==> src/rtl/ctu_dbgbus_arb_rptr.sv <==
// N-channel debug-bus repeater/arbiter: fixed-priority or round-robin-with-hold
// selection, DEPTH-stage retiming pipeline, freeze/capture and a saturating
// drop counter.
module ctu_dbgbus_arb_rptr #(
    parameter int unsigned NCH   = 4,
    parameter int unsigned DW    = 40,
    parameter int unsigned DEPTH = 2,
    parameter int unsigned CW    = 2
) (
    input  logic                    rclk,
    input  logic                    rst,
    input  logic                    mode_rr,
    input  logic                    freeze,
    input  logic                    clr_cnt,
    input  logic [NCH*(DW+1)-1:0]   dbgbus_in,
    output logic [DW-1:0]           dbgbus_out,
    output logic                    dbgbus_vld,
    output logic [CW-1:0]           dbgbus_chan,
    output logic [7:0]              drop_cnt
);

    localparam int unsigned PW = $clog2(NCH + 1);

    logic [NCH-1:0] ch_vld;
    logic [DW-1:0]  ch_dat [NCH];
    logic [PW-1:0]  vld_cnt;

    logic [CW-1:0]  owner;
    logic           gnt_any;
    logic [CW-1:0]  gnt_idx;
    logic [DW-1:0]  gnt_dat;

    logic           pv [DEPTH];
    logic [CW-1:0]  pc [DEPTH];
    logic [DW-1:0]  pd [DEPTH];

    // Split the packed bus into per-channel valid/data and count valid channels
    always_comb begin
        vld_cnt = '0;
        for (int unsigned i = 0; i < NCH; i++) begin
            ch_vld[i] = dbgbus_in[i*(DW+1) + DW];
            ch_dat[i] = dbgbus_in[i*(DW+1) +: DW];
            vld_cnt   = vld_cnt + PW'(ch_vld[i]);
        end
    end

    // Pick one channel: lowest valid index, or hold/rotate from the owner
    always_comb begin
        int unsigned idx;
        idx     = 0;
        gnt_any = 1'b0;
        gnt_idx = '0;
        if (!mode_rr) begin
            for (int unsigned i = 0; i < NCH; i++) begin
                if (ch_vld[CW'(i)] && !gnt_any) begin
                    gnt_any = 1'b1;
                    gnt_idx = CW'(i);
                end
            end
        end else if (ch_vld[owner]) begin
            gnt_any = 1'b1;
            gnt_idx = owner;
        end else begin
            // Wrap at NCH rather than 2^CW so non-power-of-2 channel counts
            // never probe a nonexistent index.
            for (int unsigned k = 1; k <= NCH; k++) begin
                idx = 32'(owner) + k;
                if (idx >= NCH) begin
                    idx = idx - NCH;
                end
                if (ch_vld[CW'(idx)] && !gnt_any) begin
                    gnt_any = 1'b1;
                    gnt_idx = CW'(idx);
                end
            end
        end
        gnt_dat = gnt_any ? ch_dat[gnt_idx] : '0;
    end

    // Owner tracks the last grant in either mode so mode switches keep history
    always_ff @(posedge rclk) begin
        if (rst) begin
            owner <= CW'(NCH - 1);
        end else if (!freeze && gnt_any) begin
            owner <= gnt_idx;
        end
    end

    // Retiming pipeline; everything holds while frozen
    always_ff @(posedge rclk) begin
        if (rst) begin
            for (int unsigned i = 0; i < DEPTH; i++) begin
                pv[i] <= 1'b0;
                pc[i] <= '0;
                pd[i] <= '0;
            end
        end else if (!freeze) begin
            pv[0] <= gnt_any;
            pc[0] <= gnt_idx;
            pd[0] <= gnt_dat;
            for (int unsigned i = 1; i < DEPTH; i++) begin
                pv[i] <= pv[i-1];
                pc[i] <= pc[i-1];
                pd[i] <= pd[i-1];
            end
        end
    end

    // Saturating drop counter; clear wins over freeze and over increment
    always_ff @(posedge rclk) begin
        if (rst) begin
            drop_cnt <= '0;
        end else if (clr_cnt) begin
            drop_cnt <= '0;
        end else if (!freeze && vld_cnt >= PW'(2) && drop_cnt != 8'hFF) begin
            drop_cnt <= drop_cnt + 8'd1;
        end
    end

    assign dbgbus_out  = pd[DEPTH-1];
    assign dbgbus_vld  = pv[DEPTH-1];
    assign dbgbus_chan = pc[DEPTH-1];

endmodule

==> config.mk <==
export PLATFORM = sky130hd
export DESIGN_NAME = ctu_dbgbus_arb_rptr
export DESIGN_NICKNAME = d
export VERILOG_FILES = /design/src/rtl/ctu_dbgbus_arb_rptr.sv
export SDC_FILE = /design/constraint.sdc
export NUM_CORES = 1
export LEC_CHECK = 0
export BUFFER_PORTS_ARGS = -buffer_cell sky130_fd_sc_hd__buf_2
export CAP_MARGIN = 20
export CORE_ASPECT_RATIO = 1.75
export CORE_UTILIZATION = 50
export CTS_CLUSTER_SIZE = 8
export DETAILED_ROUTE_END_ITERATION = 12
export GPL_TIMING_DRIVEN = 0
export PLACE_DENSITY_LB_ADDON = 0.08
export SYNTH_ARGS = -nofsm -noshare
export SYNTH_HDL_FRONTEND = slang
export SYNTH_SLANG_ARGS = --single-unit
==> constraint.sdc <==
create_clock -name rclk -period 3.3 [get_ports rclk]
set_input_delay 0.165 -clock rclk [delete_from_list [all_inputs] [get_ports rclk]]
set_output_delay 0.165 -clock rclk [all_outputs]
set_load 0.1 [all_outputs]
Yosys cells after proc, flatten, opt, wreduce, memory -nomap -nowiden. Memories as Yosys holds them, arrays and structs flattened. Cells that the tools add are included.

Word-level logic and storage cells: 118. Bits in writable memories: 86. Register bits: 10. Output and inout bits: 51. Memories: 3. Input bits: 169.

Memory list: pd (words 2, width 40, rd ports 2, clocked after memory_dff 0, write ports 2, line 35) `logic [DW-1:0] pd [DEPTH];`; pc (words 2, width 2, rd ports 2, clocked after memory_dff 0, write ports 2, line 34) `logic [CW-1:0] pc [DEPTH];`; pv (words 2, width 1, rd ports 2, clocked after memory_dff 0, write ports 2, line 33) `logic pv [DEPTH];`.

Reduce and logical (&&, ||, !) cells: 17. Bitwise operators: 7. Equality and inequality tests: 1. $lt $le $gt $ge: 11. Add/subtract/negate cells: 12. Muxes and demuxes: 65.

Operators by type and width (count): 40-bit 2-to-1 mux (5); 40-bit binary-select mux with 2-bit select (1); 2-bit 2-to-1 mux (22); 1-bit 2-to-1 mux (32); 2-bit by 3-bit less-than comparator with 1-bit output (second input constant) (5); 3-bit >= comparator (second input constant) (4); 1-bit binary-select mux with 2-bit select (5); 1-bit logical AND (9); 8-bit by 1-bit adder with 8-bit output (second input constant) (1); 8-bit != test (second input constant) (1); 2-bit by 1-bit subtractor with 2-bit output (second input constant) (4); 1-bit zero test (7); 2-bit by 2-bit adder with 3-bit output (second input constant) (2); 1-bit bitwise OR (6); 2-bit by 3-bit adder with 4-bit output (second input constant) (1); 4-bit by 3-bit >= comparator with 1-bit output (second input constant) (1); 2-bit by 1-bit adder with 3-bit output (1); 2-bit by 1-bit adder with 3-bit output (second input constant) (1); 3-bit by 1-bit adder with 3-bit output (1); 3-bit by 2-bit >= comparator with 1-bit output (second input constant) (1); 2-bit NOT with 3-bit output (1); 1-bit by 1-bit adder with 2-bit output (1); 2-bit OR reduction (1).

Logic depth before layout (Yosys ltp). Gate-level depths: netlist of the first run.

Depth in word-level cells: 31. Depth in mapped cells: 10. Depth with buffers taken out: 7.

Worst setup path before layout of the first run. Ideal clock, no wire load.

Kind: input to register. From: input freeze. To: memory pc[0][0], enable pin. Required time: 2.467 ns. Stages on the path: 2. Setup slack: 0.604 ns. Arrival: 1.863 ns. Cells stage by stage: clkbuf_1 -> nand2_1.

RTL lines: start: declaration (line 13) `input logic freeze,`; end: declaration (line 34).

==> flow_metrics.env, run 1 <==
export IMPL_outcome="complete, no violations"
export IMPL_dieArea_sq_mm=0.01855
export IMPL_synth_cell_types=46
export IMPL_grt_start_max_net_pins=59
export IMPL_power_leakage_nw=4.562
export IMPL_postCtsHoldBufs=0
export IMPL_fin_cells=1549
export IMPL_drt_iter0_drc=1026
export IMPL_post_route_period_util=0.8075
export IMPL_dp_hpwl_um=22810
export IMPL_routabilityCongestion=0.9482
export IMPL_hold_violations=0
export IMPL_ys_ff_latch=96
export IMPL_clk_path_buf_depth=2
export IMPL_drc=0
export IMPL_area_delta_synth_final_pct=18.98
export IMPL_critPathLaunch="dbgbus_in[81]"
export IMPL_hold_slack_ps=148.0
export IMPL_die_w_um=103.4
export IMPL_drv_slew=0
export IMPL_fin_crit_ps=2665
export IMPL_critical_path_arrival_ps=2770
export IMPL_rsz0062_at_grt="false"
export IMPL_ff2ff_setup_slack_ps=750
export IMPL_holdCritPathClass="input port to flop"
export IMPL_path_max_fanout=10
export IMPL_yosysWarnings=0
export IMPL_synth_seq_area_share=0.3094
export IMPL_max_freq_mhz=375.3
export IMPL_postCtsSetupBuffers=0
export IMPL_critPathKind="input port to flop"
export IMPL_reg2reg_from="owner[0]"
export IMPL_critPathLaunchType="input port"
export IMPL_via_per_inst=6.471
export IMPL_rows=64
export IMPL_max_slew_margin=0.3439
export IMPL_final_common_cell="buf_2"
export IMPL_crit_slowest_cell="clkbuf_1"
export IMPL_setup_viol=0
export IMPL_cts_root_buf="clkbuf_16"
export IMPL_clock_sinks=96
export IMPL_core_area_sq_mm=0.01754
export IMPL_cp_top_family="buffers and inverters"
export IMPL_wl_um=31700
export IMPL_pin_count=220
export IMPL_io_buffers=218
export IMPL_crit_path_end_kind="flop"
export IMPL_grt_first_pass_wirelength_um=49010
export IMPL_antenna_found_initial=3
export IMPL_globalRouteOverflowTotal=0
export IMPL_cts_resized=0
export IMPL_htree_num_levels=3
export IMPL_clock_skew_ps=4.360
export IMPL_wl_per_cell_um=20.46
export IMPL_synth_nets=1254
export IMPL_syn_inst=1081
export IMPL_cts_tree="done"
export IMPL_detailed_place_area_sq_mm=0.01042
export IMPL_drtPass1Iterations=6
export IMPL_final_cell_mix="buf_2 (237), clkbuf_1 (110), edfxtp_1 (86), nand2_1 (84)"
export IMPL_fin_area_sq_mm=0.01070
export IMPL_cts_inserted_buffers=9
export IMPL_drive_above_1_share=0.2394
export IMPL_fillers=1659
export IMPL_min_delay_start="rst"
export IMPL_num_vias=10020
export IMPL_maxCapViolCount=0
export IMPL_tightest_slew_ps=984.1
export IMPL_crit_chain="buf_2 -> buf_2 -> inv_1 -> ha_1 -> a21oi_4 -> buf_2 -> clkbuf_1 -> a21boi_0 -> a311oi_1 -> nand3_1 -> a22o_1"
export IMPL_postSynthAreaPerCell_sq_um=8.320
export IMPL_start_util=0.5128
export IMPL_max_stage_delay_ps=380
export IMPL_power_density_mw_per_mm2=376.9
export IMPL_crit_path_frequent_cell="buf_2"
export IMPL_dp_cells=1532
export IMPL_required_ps=3410
export IMPL_clkSlewWorstSetupHoldPaths_ps=60
export IMPL_final_nets=1485
export IMPL_synth_cell_area_sq_mm=0.008994
export IMPL_clk_insertion_delay_late_ps=360
export IMPL_antenna_left=0
export IMPL_grtUsageTotal=0.3418
export IMPL_die_y_um=179.4
export IMPL_grt_pass1_vias=9397
export IMPL_ir_worst_vdd_mv=0.2165
export IMPL_path_buf_inv=5
[cell type report]
class / count / area, sq um / area share
multi-input cells: 799 / 5271 / 0.4926
flip-flops and latches: 96 / 2783 / 0.2601
repair buffers: 220 / 1126 / 0.1052
plain buffers: 181 / 928.4 / 0.08676
well taps: 231 / 289.0 / 0.02701
clock buffers: 11 / 232.7 / 0.02175
clock inverters: 4 / 46.29 / 0.004326
inverters: 5 / 18.77 / 0.001754
diodes: 2 / 5.005 / 0.0004677
[sequential cells by signal, indices dropped and copies added (netlist names)]
| register | flops |
|---|---|
| drop_cnt | 8 |
| owner | 2 |
| pc | 4 |
| pd | 80 |
| pv | 2 |
[Yosys cell counts, drive strengths merged]
cell	instances	area [sq um]
or2	3	18.77
xor2	6	52.55
nor4	1	6.260
nor2b	4	25.02
and3	82	513.0
o221a	1	11.26
o21bai	1	7.510
and4	1	8.760
a21boi	80	600.6
a21o	2	16.27
a311oi	80	700.7
o21ba	1	10.01
dfxtp	10	200.2
nand2	85	319.1
clkbuf	108	405.4
a22o	40	350.3
a31o	1	8.760
and2	43	269.0
a2111oi	1	27.53
nand2b	81	506.7
nor3b	1	7.510
a32oi	1	8.760
o221ai	1	15.01
nor2	12	45.04
or3	2	12.51
edfxtp	86	2582
a211oi	1	7.510
o21ai	3	15.01
o2111ai	80	700.7
mux2i	1	10.01
fa	1	20.02
ha	3	37.54
a21oi	84	431.7
nand4	3	18.77
or3b	1	8.760
o311a	1	10.01
nor3	5	25.02
o211ai	3	22.52
nand3	83	415.4
buf	73	523.0
inv	5	18.77
[final timing paths]
| path | end | cells after the start |
|---|---|---|
| min reg2reg | pd[0][40] | 1 |
| max reg2reg | pc[0][0] | 7 |
| min | owner[1] | 3 |
| max | pd[0][24] | 11 |
[power by group]
group / leakage (nW) / switching [mW] / internal (mW)
Clock: 0.133 / 0.439 / 0.579
Sequential: 1.03 / 0.0227 / 1.44
Combinational: 3.40 / 1.05 / 0.502
Total: 4.56 / 1.52 / 2.52
[metal layers]
| metal | track usage | share of wire | vias up |
|---|---|---|---|
| met4 | 0.1859 | 0.049 | 2 |
| met3 | 0.06260 | 0.089 | 108 |
| li1 | - | - | 4583 |
| met2 | 0.5589 | 0.50 | 648 |
| met1 | 0.4152 | 0.36 | 4682 |
| met5 | 0 | 0.00041 | - |
[kinds of logic (layout without fill, tap and decap cells)]
kind of cell / count (synthesis) / after routing / share of synthesized area
DFF: 96 / 96 / 0.3094
muxes: 1 / 1 / 0.001113
and+or+nand+nor: 407 / 407 / 0.2446
adders and majority gates: 4 / 4 / 0.006400
buffers and inverters: 186 / 421 / 0.1053
other: 0 / 2 / 0
xor gates and xnor gates: 6 / 6 / 0.005843
AOI/OAI and AO/OA: 381 / 381 / 0.3274
[through the flow]
step / util / worst slack, ps / TNS [ps] / power, mW
3_5_place_dp: 0.5940 / 314.6 / 0 / 2.999
5_1_grt: 0.6100 / 460.3 / 0 / 4.181
4_1_cts: 0.6099 / 684.5 / 0 / 4.007
6_report: 0.6102 / 635.1 / 0 / 4.033
3_3_place_gp: 0.5915 / -288.9 / -23640 / 2.987
2_1_floorplan: - / 604.1 / 0 / 2.545
[worst register-to-register path, cell delays in order (launching register included)]
cell and delay, ps:
dfxtp_1 300, buf_2 180, o21ba_2 210, or3_1 320
clkbuf_1 320, clkbuf_1 330, a32oi_1 540, nor3_1 90
No activity file was read; power rests on OpenSTA's default activity.
==> run 2, diff against run 1 <==
- clock period: 3.3 -> 2.5 ns (I/O delays scaled with it)
==> flow_metrics.env, run 2 (synthesis results as in run 1) <==
export IMPL_outcome="complete, no violations"
export IMPL_drv_slew=0
export IMPL_worstHoldEndpoint="owner[1]"
export IMPL_largest_reg_flops=80
export IMPL_htree_num_levels=3
export IMPL_ff2ff_setup_slack_ps=8
export IMPL_via_per_inst=6.491
export IMPL_start_util=0.5128
export IMPL_grt_pass1_vias=9282
export IMPL_drc=0
export IMPL_maxCapViolCount=0
export IMPL_final_cell_mix="buf_2 (235), clkbuf_1 (91), edfxtp_1 (86), nand2_1 (84)"
export IMPL_die_y_um=179.4
export IMPL_ir_worst_vdd_mv=0.3346
export IMPL_reg2reg_from="owner[0]"
export IMPL_postCtsHoldBufs=0
export IMPL_fin_area_sq_mm=0.01074
export IMPL_antenna_left=0
export IMPL_pin_count=220
export IMPL_fillers=1627
export IMPL_multi_input_area_sq_mm=0.005276
export IMPL_final_common_cell="buf_2"
export IMPL_detailed_place_area_sq_mm=0.01041
export IMPL_finalSetupTns_ps=0
export IMPL_grtUsageTotal=0.3381
export IMPL_fin_crit_ps=2492
export IMPL_rsz0062_at_grt="true"
export IMPL_holdPathStages=3
export IMPL_holdCritPathClass="input port to flop"
export IMPL_critPathLaunchType="flop"
export IMPL_crit_path_end_kind="flop"
export IMPL_clock_sinks=96
export IMPL_wl_um=31760
export IMPL_min_delay_start="rst"
export IMPL_max_slew_margin=0.3365
export IMPL_reg2regPathDepth=6
export IMPL_drt_iter0_drc=893
export IMPL_crit_slowest_cell="or3_1"
export IMPL_top_regs="pd (80), drop_cnt (8), pc (4)"
export IMPL_post_route_period_util=0.9969
export IMPL_num_vias=10060
export IMPL_grt_start_max_net_pins=58
export IMPL_r2r_end="pc[0][0]"
export IMPL_area_delta_synth_final_pct=19.44
export IMPL_regMostFlops="pd"
export IMPL_critPathKind="flop to flop"
export IMPL_max_stage_delay_ps=590
export IMPL_wl_per_cell_um=20.49
export IMPL_power_density_mw_per_mm2=497.6
export IMPL_path_max_fanout=10
export IMPL_core_area_sq_mm=0.01754
export IMPL_clk_insertion_delay_late_ps=360
export IMPL_drive_above_1_share=0.2551
export IMPL_die_w_um=103.4
export IMPL_cts_root_buf="clkbuf_16"
export IMPL_tightest_slew_ps=995.3
export IMPL_rows=64
export IMPL_dp_hpwl_um=22710
export IMPL_crit_chain="buf_2 -> o21ba_2 -> or3_1 -> clkbuf_1 -> a32oi_1 -> nor3_1"
export IMPL_setup_viol=0
export IMPL_io_buffers=218
export IMPL_required_ps=2590
export IMPL_routabilityCongestion=0.9742
export IMPL_cts_inserted_buffers=9
export IMPL_power_leakage_nw=4.626
export IMPL_fin_util=0.6125
export IMPL_clkSlewWorstSetupHoldPaths_ps=60
export IMPL_clk_path_buf_depth=2
export IMPL_grt_first_pass_wirelength_um=48610
export IMPL_cts_tree="done"
export IMPL_dieArea_sq_mm=0.01855
export IMPL_critical_path_arrival_ps=2580
export IMPL_final_nets=1485
export IMPL_max_freq_mhz=401.2
export IMPL_antenna_found_initial=2
export IMPL_clock_skew_ps=10.18
export IMPL_ff_latch_area_sq_mm=0.002783
export IMPL_drtPass1Iterations=7
export IMPL_globalRouteOverflowTotal=0
export IMPL_hold_violations=0
==> run 2: changes by cell type in the layout (fill, tap and decap cells not counted) <==
cell / previous run / this run
buf_4: 45 / 46
buf_2: 237 / 235
nor3_1: 5 / 4
clkinv_1: 1 / 2
clkinv_2: 1 / 0
clkbuf_2: 0 / 20
buf_1: 2 / 1
clkbuf_4: 0 / 2
clkbuf_1: 110 / 91
nor3_2: 0 / 1
==> run 2: stage by stage <==
| stage | setup slack [ps] | hold WS, ps | total power, mW | instances |
|---|---|---|---|---|
| global route | -24.24 | 146.9 | 5.537 | 1549 |
| detailed placement | -422.0 | 487.8 | 3.960 | 1531 |
| CTS | 2.254 | 125.4 | 5.301 | 1547 |
| global placement | -411.5 | 455.7 | 3.940 | 1530 |
| floorplan | 274.6 | 255.7 | 3.357 | 1081 |
| finish | 7.774 | 129.4 | 5.345 | 1550 |
==> run 2: cell type report <==
cell class / count / share of cell area
tap: 231 / 0.02691
clock inverter: 4 / 0.004193
inverter: 5 / 0.001747
buffer: 180 / 0.08888
antenna: 2 / 0.0004659
clock buffer: 12 / 0.02202
multi-input combinational: 799 / 0.4912
timing repair buffer: 221 / 0.1055
sequential: 96 / 0.2591
==> run 2: critical path, delay by kind of cell (launching register included) <==
kind / cells / cell delay, ps
AND/OR/NAND/NOR: 2 / 690
AO/OA/AOI/OAI: 2 / 700
flip-flops: 1 / 310
buffers and inverters: 2 / 530
==> run 2: per-layer routing <==
metal	GRT usage	vias to the layer above	part of all wire
met5	0	-	0.00031
met4	0.1690	2	0.049
met3	0.05638	114	0.092
met2	0.5584	696	0.49
met1	0.4155	4652	0.36
li1	-	4597	-
==> run 2: worst max path at each step <==
| stage | startpoint | endpoint | slack (ps) |
|---|---|---|---|
| 3_3_place_gp | dbgbus_in[81] | pd[0][16] | -410 |
| 3_5_place_dp | dbgbus_in[81] | pd[0][26] | -420 |
| 2_1_floorplan | drop_cnt[3] | drop_cnt[1] | 270 |
| 6_report | owner[0] | pc[0][0] | 8 |
| 5_1_grt | owner[0] | pc[0][0] | -20 |
| 4_1_cts | owner[0] | pc[0][0] | 2 |
==> run 2: power by group <==
group,internal (mW),leakage [nW],total [mW],switching [mW]
clock,0.770,0.132,1.35,0.585
combinational,0.670,3.46,2.06,1.39
sequential,1.90,1.03,1.93,0.0315
total,3.34,4.63,5.34,2.01
==> run 2: repair_timing <==
action	CTS	global route
endpoints found under the setup margin	40	40
pin swaps	0	1
gates resized for setup	5	33
cloned	0	0
buffers inserted	0	2
